[config.mk]
export PLATFORM = sky130hd
export DESIGN_NAME = cpu_mc
export DESIGN_NICKNAME = d
export VERILOG_FILES = /design/src/rtl/cpu_mc.sv
export SDC_FILE = /design/constraint.sdc
export NUM_CORES = 2
export LEC_CHECK = 0
export ABC_CLOCK_PERIOD_IN_PS = 16110
export CAP_MARGIN = 20
export CELL_PAD_IN_SITES_DETAIL_PLACEMENT = 1
export CELL_PAD_IN_SITES_GLOBAL_PLACEMENT = 2
export CORE_MARGIN = 3
export CORE_UTILIZATION = 40
export DETAILED_ROUTE_END_ITERATION = 10
export MAX_ROUTING_LAYER = met4
export PLACE_DENSITY_LB_ADDON = 0.25
export SETUP_SLACK_MARGIN = 0.1
export SLEW_MARGIN = 20
export SYNTH_ARGS = -nofsm -noshare
export SYNTH_HDL_FRONTEND = slang
export SYNTH_SLANG_ARGS = --single-unit
[constraint.sdc]
create_clock -name clk -period 16.11 [get_ports clk]
set_clock_uncertainty 0.05 [all_clocks]
set_input_delay 4.833 -clock clk [delete_from_list [all_inputs] [get_ports clk]]
set_output_delay 4.833 -clock clk [all_outputs]
set_load 0.005 [all_outputs]
[src/rtl/cpu_mc.sv]
// Multi-cycle RV32I/RV32E core: FETCH -> EXEC -> (MEM) -> FETCH over valid/ready
// instruction and data ports, halting in a sticky TRAP state on faults.
module cpu_mc #(
    parameter logic [31:0] RESET_PC = 32'h0000_0000,
    parameter int          NREGS    = 32,
    parameter int          XLEN     = 32
) (
    input  logic        clk,
    input  logic        rst_n,
    output logic        imem_valid,
    input  logic        imem_ready,
    output logic [31:0] imem_addr,
    input  logic [31:0] imem_rdata,
    output logic        dmem_valid,
    input  logic        dmem_ready,
    output logic        dmem_we,
    output logic [3:0]  dmem_be,
    output logic [31:0] dmem_addr,
    output logic [31:0] dmem_wdata,
    input  logic [31:0] dmem_rdata,
    output logic        trap,
    output logic [1:0]  trap_cause,
    output logic [31:0] trap_pc
);
    if (XLEN != 32) begin : g_xlen_check
        $error("cpu_mc supports XLEN = 32 only");
    end

    localparam int          AW      = $clog2(NREGS);
    localparam logic [5:0]  NREGS_W = 6'(NREGS);
    localparam logic [6:0]  OP_LUI = 7'b0110111, OP_AUIPC = 7'b0010111, OP_JAL = 7'b1101111,
                            OP_JALR = 7'b1100111, OP_BRANCH = 7'b1100011, OP_LOAD = 7'b0000011,
                            OP_STORE = 7'b0100011, OP_IMM = 7'b0010011, OP_REG = 7'b0110011,
                            OP_FENCE = 7'b0001111, OP_SYSTEM = 7'b1110011;

    typedef enum logic [1:0] {S_FETCH, S_EXEC, S_MEM, S_TRAP} state_t;

    state_t      state_r;
    logic [31:0] pc_r, ir_r, ea_r;
    logic [31:0] regs_r [NREGS];
    logic        imem_valid_r, dmem_valid_r, dmem_we_r, trap_r;
    logic [3:0]  dmem_be_r;
    logic [31:0] dmem_addr_r, dmem_wdata_r, trap_pc_r;
    logic [1:0]  trap_cause_r;

    function automatic logic [31:0] alu(input logic [2:0] f3, input logic alt,
                                        input logic [31:0] a, input logic [31:0] b);
        logic [31:0] r;
        case (f3)
            3'b000:  r = alt ? (a - b) : (a + b);
            3'b001:  r = a << b[4:0];
            3'b010:  r = {31'd0, $signed(a) < $signed(b)};
            3'b011:  r = {31'd0, a < b};
            3'b100:  r = a ^ b;
            3'b101:  if (alt) r = $signed(a) >>> b[4:0]; else r = a >> b[4:0];
            3'b110:  r = a | b;
            3'b111:  r = a & b;
            default: r = 32'd0;
        endcase
        return r;
    endfunction

    function automatic logic [31:0] load_ext(input logic [2:0] f3, input logic [1:0] off,
                                             input logic [31:0] word);
        logic [31:0] sh;
        sh = word >> {off, 3'b000};
        case (f3)
            3'b000:  return {{24{sh[7]}}, sh[7:0]};
            3'b001:  return {{16{sh[15]}}, sh[15:0]};
            3'b100:  return {24'd0, sh[7:0]};
            3'b101:  return {16'd0, sh[15:0]};
            default: return sh;
        endcase
    endfunction

    logic [6:0]  opcode_s, f7_s;
    logic [4:0]  rd_s, rs1_s, rs2_s;
    logic [2:0]  f3_s;
    logic [31:0] imm_i_s, imm_s_s, imm_b_s, imm_u_s, imm_j_s, rs1_val_s, rs2_val_s, pc_plus4_s;
    assign opcode_s   = ir_r[6:0];
    assign rd_s       = ir_r[11:7];
    assign f3_s       = ir_r[14:12];
    assign rs1_s      = ir_r[19:15];
    assign rs2_s      = ir_r[24:20];
    assign f7_s       = ir_r[31:25];
    assign imm_i_s    = {{20{ir_r[31]}}, ir_r[31:20]};
    assign imm_s_s    = {{20{ir_r[31]}}, ir_r[31:25], ir_r[11:7]};
    assign imm_b_s    = {{19{ir_r[31]}}, ir_r[31], ir_r[7], ir_r[30:25], ir_r[11:8], 1'b0};
    assign imm_u_s    = {ir_r[31:12], 12'd0};
    assign imm_j_s    = {{11{ir_r[31]}}, ir_r[31], ir_r[19:12], ir_r[20], ir_r[30:21], 1'b0};
    assign rs1_val_s  = (rs1_s == 5'd0) ? 32'd0 : regs_r[rs1_s[AW-1:0]];
    assign rs2_val_s  = (rs2_s == 5'd0) ? 32'd0 : regs_r[rs2_s[AW-1:0]];
    assign pc_plus4_s = pc_r + 32'd4;

    logic        illegal_s, env_s, mis_pc_s, mis_d_s, bad_reg_s, trap_s, to_mem_s, taken_s, wen_s;
    logic        use_rs1_s, use_rs2_s, use_rd_s, alt_s;
    logic [1:0]  cause_s;
    logic [31:0] next_pc_s, target_s, ea_s, wval_s, st_data_s;
    logic [3:0]  be_s;

    // EXEC decode: next pc, rd write value, memory request and trap classification
    always_comb begin
        illegal_s = 1'b0; env_s = 1'b0; mis_pc_s = 1'b0; to_mem_s = 1'b0; taken_s = 1'b0;
        wen_s = 1'b0; use_rs1_s = 1'b0; use_rs2_s = 1'b0; use_rd_s = 1'b0;
        next_pc_s = pc_plus4_s; target_s = 32'd0; ea_s = 32'd0; wval_s = 32'd0;
        alt_s = (opcode_s == OP_REG) ? ir_r[30] : ((f3_s == 3'b101) && ir_r[30]);
        case (opcode_s)
            OP_LUI:   begin use_rd_s = 1'b1; wen_s = 1'b1; wval_s = imm_u_s; end
            OP_AUIPC: begin use_rd_s = 1'b1; wen_s = 1'b1; wval_s = pc_r + imm_u_s; end
            OP_IMM: begin
                use_rd_s = 1'b1; use_rs1_s = 1'b1; wen_s = 1'b1;
                wval_s = alu(f3_s, alt_s, rs1_val_s, imm_i_s);
                illegal_s = ((f3_s == 3'b001) && (f7_s != 7'd0)) ||
                            ((f3_s == 3'b101) && (f7_s != 7'd0) && (f7_s != 7'b0100000));
            end
            OP_REG: begin
                use_rd_s = 1'b1; use_rs1_s = 1'b1; use_rs2_s = 1'b1; wen_s = 1'b1;
                wval_s = alu(f3_s, alt_s, rs1_val_s, rs2_val_s);
                illegal_s = !((f7_s == 7'd0) ||
                              ((f7_s == 7'b0100000) && ((f3_s == 3'b000) || (f3_s == 3'b101))));
            end
            OP_BRANCH: begin
                use_rs1_s = 1'b1; use_rs2_s = 1'b1;
                illegal_s = (f3_s[2:1] == 2'b01);
                case (f3_s)
                    3'b000:  taken_s = (rs1_val_s == rs2_val_s);
                    3'b001:  taken_s = (rs1_val_s != rs2_val_s);
                    3'b100:  taken_s = ($signed(rs1_val_s) < $signed(rs2_val_s));
                    3'b101:  taken_s = ($signed(rs1_val_s) >= $signed(rs2_val_s));
                    3'b110:  taken_s = (rs1_val_s < rs2_val_s);
                    3'b111:  taken_s = (rs1_val_s >= rs2_val_s);
                    default: taken_s = 1'b0;
                endcase
                target_s  = pc_r + imm_b_s;
                next_pc_s = taken_s ? target_s : pc_plus4_s;
                mis_pc_s  = taken_s && (target_s[1:0] != 2'b00);
            end
            OP_JAL, OP_JALR: begin
                use_rd_s = 1'b1; use_rs1_s = (opcode_s == OP_JALR); wen_s = 1'b1;
                illegal_s = (opcode_s == OP_JALR) && (f3_s != 3'b000);
                target_s  = (opcode_s == OP_JAL) ? (pc_r + imm_j_s)
                                                 : ((rs1_val_s + imm_i_s) & ~32'd1);
                next_pc_s = target_s;
                wval_s    = pc_plus4_s;
                mis_pc_s  = (target_s[1:0] != 2'b00);
            end
            OP_LOAD: begin
                use_rd_s = 1'b1; use_rs1_s = 1'b1; to_mem_s = 1'b1;
                ea_s = rs1_val_s + imm_i_s;
                illegal_s = (f3_s == 3'b011) || (f3_s[2:1] == 2'b11);
            end
            OP_STORE: begin
                use_rs1_s = 1'b1; use_rs2_s = 1'b1; to_mem_s = 1'b1;
                ea_s = rs1_val_s + imm_s_s;
                illegal_s = (f3_s[2] == 1'b1) || (f3_s[1:0] == 2'b11);
            end
            OP_FENCE: begin illegal_s = 1'b0; end
            OP_SYSTEM: begin
                env_s     = (ir_r == 32'h0000_0073) || (ir_r == 32'h0010_0073);
                illegal_s = !env_s;
            end
            default: illegal_s = 1'b1;
        endcase
    end

    assign mis_d_s   = to_mem_s && (((f3_s[1:0] == 2'b01) && ea_s[0]) ||
                                    ((f3_s[1:0] == 2'b10) && (ea_s[1:0] != 2'b00)));
    assign bad_reg_s = (use_rs1_s && ({1'b0, rs1_s} >= NREGS_W)) ||
                       (use_rs2_s && ({1'b0, rs2_s} >= NREGS_W)) ||
                       (use_rd_s  && ({1'b0, rd_s}  >= NREGS_W));
    assign trap_s    = illegal_s || bad_reg_s || env_s || mis_pc_s || mis_d_s;
    assign cause_s   = (illegal_s || bad_reg_s) ? 2'd1 : env_s ? 2'd0 : mis_pc_s ? 2'd2 : 2'd3;

    // Store lane placement: byte/half replicated across the word, enables at ea[1:0]
    always_comb begin
        case (f3_s[1:0])
            2'b00:   begin be_s = 4'b0001 << ea_s[1:0]; st_data_s = {4{rs2_val_s[7:0]}}; end
            2'b01:   begin be_s = 4'b0011 << ea_s[1:0]; st_data_s = {2{rs2_val_s[15:0]}}; end
            default: begin be_s = 4'b1111;              st_data_s = rs2_val_s; end
        endcase
    end

    logic        rf_we_s, load_done_s;
    logic [31:0] rf_wdata_s;
    assign load_done_s = (state_r == S_MEM) && dmem_ready && !dmem_we_r;
    assign rf_we_s     = ((state_r == S_EXEC) && wen_s && !trap_s) || load_done_s;
    assign rf_wdata_s  = load_done_s ? load_ext(f3_s, ea_r[1:0], dmem_rdata) : wval_s;

    // Register file (not reset); writes to x0 are dropped
    always_ff @(posedge clk) begin
        if (rf_we_s && (rd_s != 5'd0)) begin
            regs_r[rd_s[AW-1:0]] <= rf_wdata_s;
        end
    end

    // Control FSM with registered bus and trap outputs
    always_ff @(posedge clk or negedge rst_n) begin
        if (!rst_n) begin
            state_r <= S_FETCH; pc_r <= RESET_PC; ir_r <= 32'd0; ea_r <= 32'd0;
            imem_valid_r <= 1'b0; dmem_valid_r <= 1'b0; dmem_we_r <= 1'b0; dmem_be_r <= 4'd0;
            dmem_addr_r <= 32'd0; dmem_wdata_r <= 32'd0;
            trap_r <= 1'b0; trap_cause_r <= 2'd0; trap_pc_r <= 32'd0;
        end else begin
            case (state_r)
                S_FETCH: begin
                    if (imem_valid_r && imem_ready) begin
                        ir_r <= imem_rdata; imem_valid_r <= 1'b0; state_r <= S_EXEC;
                    end else begin
                        imem_valid_r <= 1'b1;
                    end
                end
                S_EXEC: begin
                    if (trap_s) begin
                        state_r <= S_TRAP; trap_r <= 1'b1; trap_cause_r <= cause_s; trap_pc_r <= pc_r;
                    end else if (to_mem_s) begin
                        state_r <= S_MEM; dmem_valid_r <= 1'b1; ea_r <= ea_s;
                        dmem_we_r <= (opcode_s == OP_STORE); dmem_be_r <= be_s;
                        dmem_addr_r <= {ea_s[31:2], 2'b00}; dmem_wdata_r <= st_data_s;
                    end else begin
                        pc_r <= next_pc_s; imem_valid_r <= 1'b1; state_r <= S_FETCH;
                    end
                end
                S_MEM: begin
                    if (dmem_ready) begin
                        dmem_valid_r <= 1'b0; dmem_we_r <= 1'b0; dmem_be_r <= 4'd0;
                        pc_r <= pc_plus4_s; imem_valid_r <= 1'b1; state_r <= S_FETCH;
                    end
                end
                S_TRAP:  state_r <= S_TRAP;
                default: state_r <= S_TRAP;
            endcase
        end
    end

    assign imem_valid = imem_valid_r;
    assign imem_addr  = pc_r;
    assign dmem_valid = dmem_valid_r;
    assign dmem_we    = dmem_we_r;
    assign dmem_be    = dmem_be_r;
    assign dmem_addr  = dmem_addr_r;
    assign dmem_wdata = dmem_wdata_r;
    assign trap       = trap_r;
    assign trap_cause = trap_cause_r;
    assign trap_pc    = trap_pc_r;
endmodule

# After elaboration in Yosys (flattened, before gate mapping)
# Memory sizes are Yosys's and may differ from the RTL's.
# Index checks and enable logic that the tools add are counted.
[classes]
n_mux = 55
n_shift = 9
add_sub_neg = 9
n_lt_le_gt_ge = 6
bitwise = 7
eq_ne = 37
reduce_logical = 56
[op_table]
columns = ["operator", "count"]
rows = [
  ["one-hot mux 32 bit (8 select lines)", 2],
  ["2-to-1 mux 32 bit", 12],
  ["one-hot mux 32 bit (2 select lines)", 4],
  ["adder 32 bit", 6],
  ["one-hot mux 32 bit (5 select lines)", 1],
  ["one-hot mux 32 bit (4 select lines)", 1],
  ["less-than comparator 32 bit", 3],
  ["right shift 32 x 5 -> 32 bit", 3],
  ["AND 32 bit", 2],
  [">= comparator 32 bit", 2],
  ["OR 32 bit", 2],
  ["left shift 32 x 5 -> 32 bit", 2],
  [">>> shifter 32 x 5 -> 32 bit", 2],
  ["subtractor 32 bit", 2],
  ["XOR 32 bit", 2],
  ["adder 32 x 3 -> 32 bit (second input constant)", 1],
  ["== test 32 x 21 -> 1 bit (second input constant)", 1],
  ["== test 32 bit", 1],
  ["== test 32 x 7 -> 1 bit (second input constant)", 1],
  ["less-than comparator 32 x 12 -> 1 bit", 1],
  ["inequality test 32 bit", 1],
  ["== test 7 x 6 -> 1 bit (second input constant)", 4],
  ["== test 7 bit (second input constant)", 4],
  ["2-to-1 mux 1 bit", 17],
  ["38 further kinds", 102],
]
[totals]
mem_count = 1
output_inout_bits = 138
elab_cells = 193
mem_bits_rw = 1024
input_bits = 68
regBits = 172
[memory_table]
columns = ["memory", "words", "width", "read_ports", "rd_clocked_by_memory_dff", "wr", "line", "rtl"]
rows = [
  ["regs_r", 32, 32, 2, 0, 1, "40", "logic [31:0] regs_r [NREGS];"],
]

# Logic depth before layout (Yosys ltp)
[depth]
ltp_word = 15
ltp_mapped = 27
mapped_depth_nobuf = 19

# Worst setup path before layout
# OpenSTA, ideal clock, no wires.
[synth_timing]
kind = "register to register"
from = "register ir_r[20]"
to = "memory regs_r[1][0], enable pin"
stages_incl_launch_ff = 24
period_less_slack_ps = 9487
slack_ps = 6623
setup_time_ps = 502
t_required_ps = 15558
t_arrival_ps = 8936
path_buffers = 7
cell_sequence = "dfrtp_1 buf_4 buf_6 buf_4 buf_2 buf_1 buf_2 mux4_2 mux4_2 a22o_1 inv_1 ha_1 buf_2 nand4_1 a211o_1 a311oi_1 nor3_1 or4_1 nand4_1 nor4_2 o22ai_1 a31o_2 nand2b_1 nor4_1"
[synth_between]
elab_chain_cells = 15
word_cells_on_any_way = 37
classes_between = "add/sub: 1; order compare: 4; eq/ne: 4; mux: 10; reduce/logical: 17; memory: 1"
[synth_rtl]
columns = ["item", "line", "rtl"]
rows = [
  ["start, declared", "39", "logic [31:0] pc_r, ir_r, ea_r;"],
  ["start signal, assigned", "199", "state_r <= S_FETCH; pc_r <= RESET_PC; ir_r <= 32'd0; ea_r <= 32'd0;"],
  ["start signal, assigned", "207", "ir_r <= imem_rdata; imem_valid_r <= 1'b0; state_r <= S_EXEC;"],
  ["memory (32 x 32 bit) / logical NOT 5 bit (equally long branches)", "--", ""],
  ["2-to-1 mux 32 bit", "92", "assign rs2_val_s = (rs2_s == 5'd0) ? 32'd0 : regs_r[rs2_s[AW-1:0]];"],
  [">= comparator 32 bit (tied with other cells)", "131", "3'b111: taken_s = (rs1_val_s >= rs2_val_s);"],
  ["one-hot mux 1 bit (6 select lines)", "125", "case (f3_s)"],
  ["2-to-1 mux 1 bit", "107", "case (opcode_s)"],
  ["logical AND 1 bit", "136", "mis_pc_s = taken_s && (target_s[1:0] != 2'b00);"],
  ["one-hot mux 1 bit (2 select lines)", "107", ""],
  ["logical OR 1 bit", "171", "assign trap_s = illegal_s || bad_reg_s || env_s || mis_pc_s || mis_d_s;"],
  ["logical OR 1 bit *", "171", ""],
  ["logical NOT 1 bit *", "186", "assign rf_we_s = ((state_r == S_EXEC) && wen_s && !trap_s) || load_done_s;"],
  ["logical AND 1 bit *", "186", ""],
  ["logical OR 1 bit *", "186", ""],
  ["logical AND 1 bit *", "191", "if (rf_we_s && (rd_s != 5'd0)) begin"],
  ["2-to-1 mux 1 bit *", "191", ""],
  ["2-to-1 mux 1 bit (not written as such) *", "192", "regs_r[rd_s[AW-1:0]] <= rf_wdata_s;"],
  ["end, declared", "40", ""],
]
# Every way passes the cells marked *; elsewhere a longest branch is shown, timed or not. The select of a mux whose other input is x is not followed.

# Worst setup path in the final report
[layout_timing]
from = "register ir_r[17]"
to = "memory regs_r[24][31], enable pin"
[layout_between]
elab_chain_cells = 15
word_cells_on_any_way = 38
classes_between = "add/sub: 2; order compare: 4; eq/ne: 4; mux: 10; reduce/logical: 17; memory: 1"
[layout_rtl]
columns = ["item", "line", "rtl"]
rows = [
  ["memory (32 x 32 bit) / logical NOT 5 bit (equally long branches)", "--", ""],
  ["2-to-1 mux 32 bit", "91", "assign rs1_val_s = (rs1_s == 5'd0) ? 32'd0 : regs_r[rs1_s[AW-1:0]];"],
  [">= comparator 32 bit (tied with other cells)", "131", ""],
  ["one-hot mux 1 bit (6 select lines) / one-hot mux 32 bit (2 select lines) (equally long branches)", "125, 107", ""],
  ["2-to-1 mux 1 bit / nonzero test 2 bit (equally long branches)", "107, 167", ""],
  ["logical AND 1 bit (on tied branches)", "136, 167", ""],
  ["one-hot mux 1 bit (2 select lines) / logical OR 1 bit (equally long branches)", "107, 166", ""],
  ["logical OR 1 bit / logical AND 1 bit (equally long branches)", "171, 166", ""],
  ["logical OR 1 bit *", "171", ""],
  ["logical NOT 1 bit *", "186", ""],
  ["logical AND 1 bit *", "186", ""],
  ["logical OR 1 bit *", "186", ""],
  ["logical AND 1 bit *", "191", ""],
  ["2-to-1 mux 1 bit *", "191", ""],
  ["2-to-1 mux 1 bit (not written as such) *", "192", ""],
]
# Marked as above.

==> out/summary.txt <==
ys async rst share: 14.4%
YS warnings: 0
multiplexer share of the synthesized area: 18.9%
Final Setup Violations: 0
CTS tree: yes
setup tns final: 0 ns
max incr delay on CP: 0.95 ns
Gates resized, CTS repair: 0
die area: 0.207 sq mm
core area: 0.200 sq mm
most used flip-flop cell after synthesis: edfxtp_1
most common cell after layout, fill and taps aside: edfxtp_1
Critical path origin: ir_r[17]
Avg Vias per Cell: 7.04
crit path capture type: flip-flop
# hold bufs at CTS: 0
RSZ-0062 raised after global routing: no
grt peak-use layer: met2
Mapped Cells: 7,064
drt pass-1 iters: 6
Seq/Total Area, Yosys: 43.5%
Period minus WS final: 10.60 ns
DP HPWL: 318,000 microns
#FFs+latches synth: 1,196
antenna violations before repair: 23
first-pass GRT wire length: 590,000 microns
CP top delay family: simple AND/OR/NAND/NOR gates
simple-gate portion of the synthesized area: 9.70%
Final Hold Fails: 0
met2 usage: 63.1%
Synth Area in Compound Gates: 17.2%
io pins: 206
nets: 7,553
DRC errors left: 0
grt met1 use: 54.6%
Syn Area/Cell: 11.4 sq um
Worst EP required: 16.48 ns
Synth Area in XOR/XNOR: 2.01%
Startpoint Class: flip-flop
Hold Path Class: reg2reg
DR vias: 70,198
Worst Tran Pin Value: 1.30 ns
hold_sp: dmem_wdata[10]
dominant cell type by area after synthesis: edfxtp_1
Crit-path slowest cell: dfrtp_4
status: completed
share of cells above drive strength 1: 17.7%
Worst EP arrival: 10.98 ns
adder-cell share of the synthesized area: 4.65%
critical path class: reg2reg
# fillers: 21,066
die height: 455 microns
final WL: 435,000 microns
largest family of logic cells by synthesized area: multiplexers
Overflow after GRT: 0
number of port buffers: 203
Area contributors post-synth: edfxtp_1, mux4_2, dfrtp_1
register clock-pin slew on the reported worst setup and hold paths: 0.06 ns
most used cell along the critical path: buf_4
chip width: 455 microns
Clk Latency, worst-skew pair: 0.83 ns
WP buf/inv: 4
clock buffer count from CTS: 133
max-slew violations: 0
Crit Reg-Reg Startpoint: ir_r[17]
fin crit share: 65.8%
Max Clk Rate: 0.0943 GHz
most frequent cells in the layout: edfxtp_1, nor2_1, nand2_1
All-Layer GR Usage: 42.4%
WL/cell: 43.6 microns
clock root buffer master: clkbuf_16
synth unique cells: 109
Initial Util: 40.3%
Max clock buf depth: 3
EDFF count, synth: 1,024
Final ANT Viol Nets: 0
worst-path fanout max: 46
largest net degree at the start of global routing: 132
met3 usage: 7.91%
Worst slew margin: 13.4%
Area growth syn-to-layout: 13.1%
CTS H-tree depth: 4
number of global-route vias before repair: 69,008
Routability Congestion: 1.07
Site Rows: 164
Max-Cap Viols: 0
critical-path cell list: buf_4, buf_4, nor3b_1, a221oi_1, a22oi_2, and2_1, buf_4, ha_1, and3_1, nand2_1, a311oi_1, nor3_1, or4_1, nand4_1, nor4_2, o22ai_1, a31o_2, nand4b_1, nor2_4, buf_4
Yosys top cell area share: 38.2%
mapped cell area: 0.0806 sq mm
clock sink count: 1,196
initial DRC count: 9,819
post-CTS setup buffers: 0
[cells in the mapped netlist, types with 23 or more instances]
master    count
a211o_1      29
xnor2_1     118
nor2b_1      44
o221ai_1     59
a22o_1       68
o22ai_1     151
buf_1        51
o22a_1       26
a221o_1      23
o21a_1       37
dfrtp_1     172
nand2_1     488
inv_1       143
a211oi_1    121
a22oi_1      57
nor2_1      592
edfxtp_1   1024
o21ai_0     424
a21o_1       99
mux2_2      126
xor2_1       67
nand4_1      80
nor3_1      110
a221oi_1     58
buf_4        31
a21oi_1     458
nor4_1       31
buf_6        29
o211ai_1     72
mux4_1       23
nand2b_1     36
nand3_1     136
o21bai_1     35
a31oi_1      65
mux2i_1     289
mux4_2      456
and2_1       31
or3_1        37
a2111o_1     23
buf_2        99
clkbuf_1    328
and3_1       33
ha_1        287
o31ai_1      39
[state kept, by name, summed over array words and instances (netlist names)]
signal and cells:
regs_r 1024, dmem_wdata 32, imem_addr 32, ir_r 32
trap_pc 32, dmem_addr 30, dmem_be 4, ea_r 2
state_r 2, trap_cause 2, dmem_valid 1, dmem_we 1
imem_valid 1, trap 1
[worst paths after layout]
path | slack, ns | depth (start not counted) | endpoint
max reg2reg | 5.51 | 20 | regs_r[24][31]
max in group asynchronous | 9.94 | 3 | ir_r[17]
min | 0.43 | 2 | dmem_wdata[10]
min in group asynchronous | 4.00 | 1 | dmem_wdata[21]
max | 5.51 | 20 | regs_r[24][31]
min reg2reg | 0.43 | 2 | dmem_wdata[10]
[worst min-delay path, delay by kind of cell (launching register included)]
| family | cells | cell delay [ns] |
|---|---|---|
| and+or+nand+nor | 1 | 0.05 |
| AOI/OAI and AO/OA | 1 | 0.06 |
| DFF | 1 | 0.34 |
[cell type report]
type                            count  area [sq um]  share of cell area [%]
Inverter                          163           617                   0.677
Clock inverter                     86          1100                    1.21
Clock buffer                      156          3440                    3.78
Antenna cell                       21          52.6                  0.0577
Sequential cell                  1196         35100                    38.5
Timing Repair Buffer              506          4450                    4.89
Multi-Input combinational cell   5190         43000                    47.2
Tap cell                         2656          3320                    3.65
[stage by stage]
step	hold WS, ns	std cells	utilization [%]	setup WS [ns]	area, sq um
after global placement	0.400	9706	43.2	5.80	86400
after floorplan	0.409	7097	-	6.62	80700
after global routing	0.452	9971	45.5	5.34	91100
final	0.429	9974	45.6	5.51	91100
after CTS	0.432	9951	45.5	5.76	91000
after detailed placement	0.411	9709	43.2	5.83	86500
[cell families (layout without fill, tap and decap cells)]
logic type,Yosys count,after routing
AO/OA/AOI/OAI,2073,2073
XOR/XNOR,185,185
adder cells (fa/ha/maj),295,295
buffers and inverters,711,911
flip-flops,1196,1196
multiplexers,898,898
other,1,55
AND/OR/NAND/NOR,1705,1705
[routing by layer]
metal | wire [microns] | up-vias
met1 | 173000 | 36666
met3 | 38300 | 1032
met5 | 0 | -
met2 | 195000 | 4361
li1 | - | 28139
met4 | 29400 | 0
Power is not shown: default switching activity piles up to over one toggle a cycle in this logic, so the estimate is an artifact.
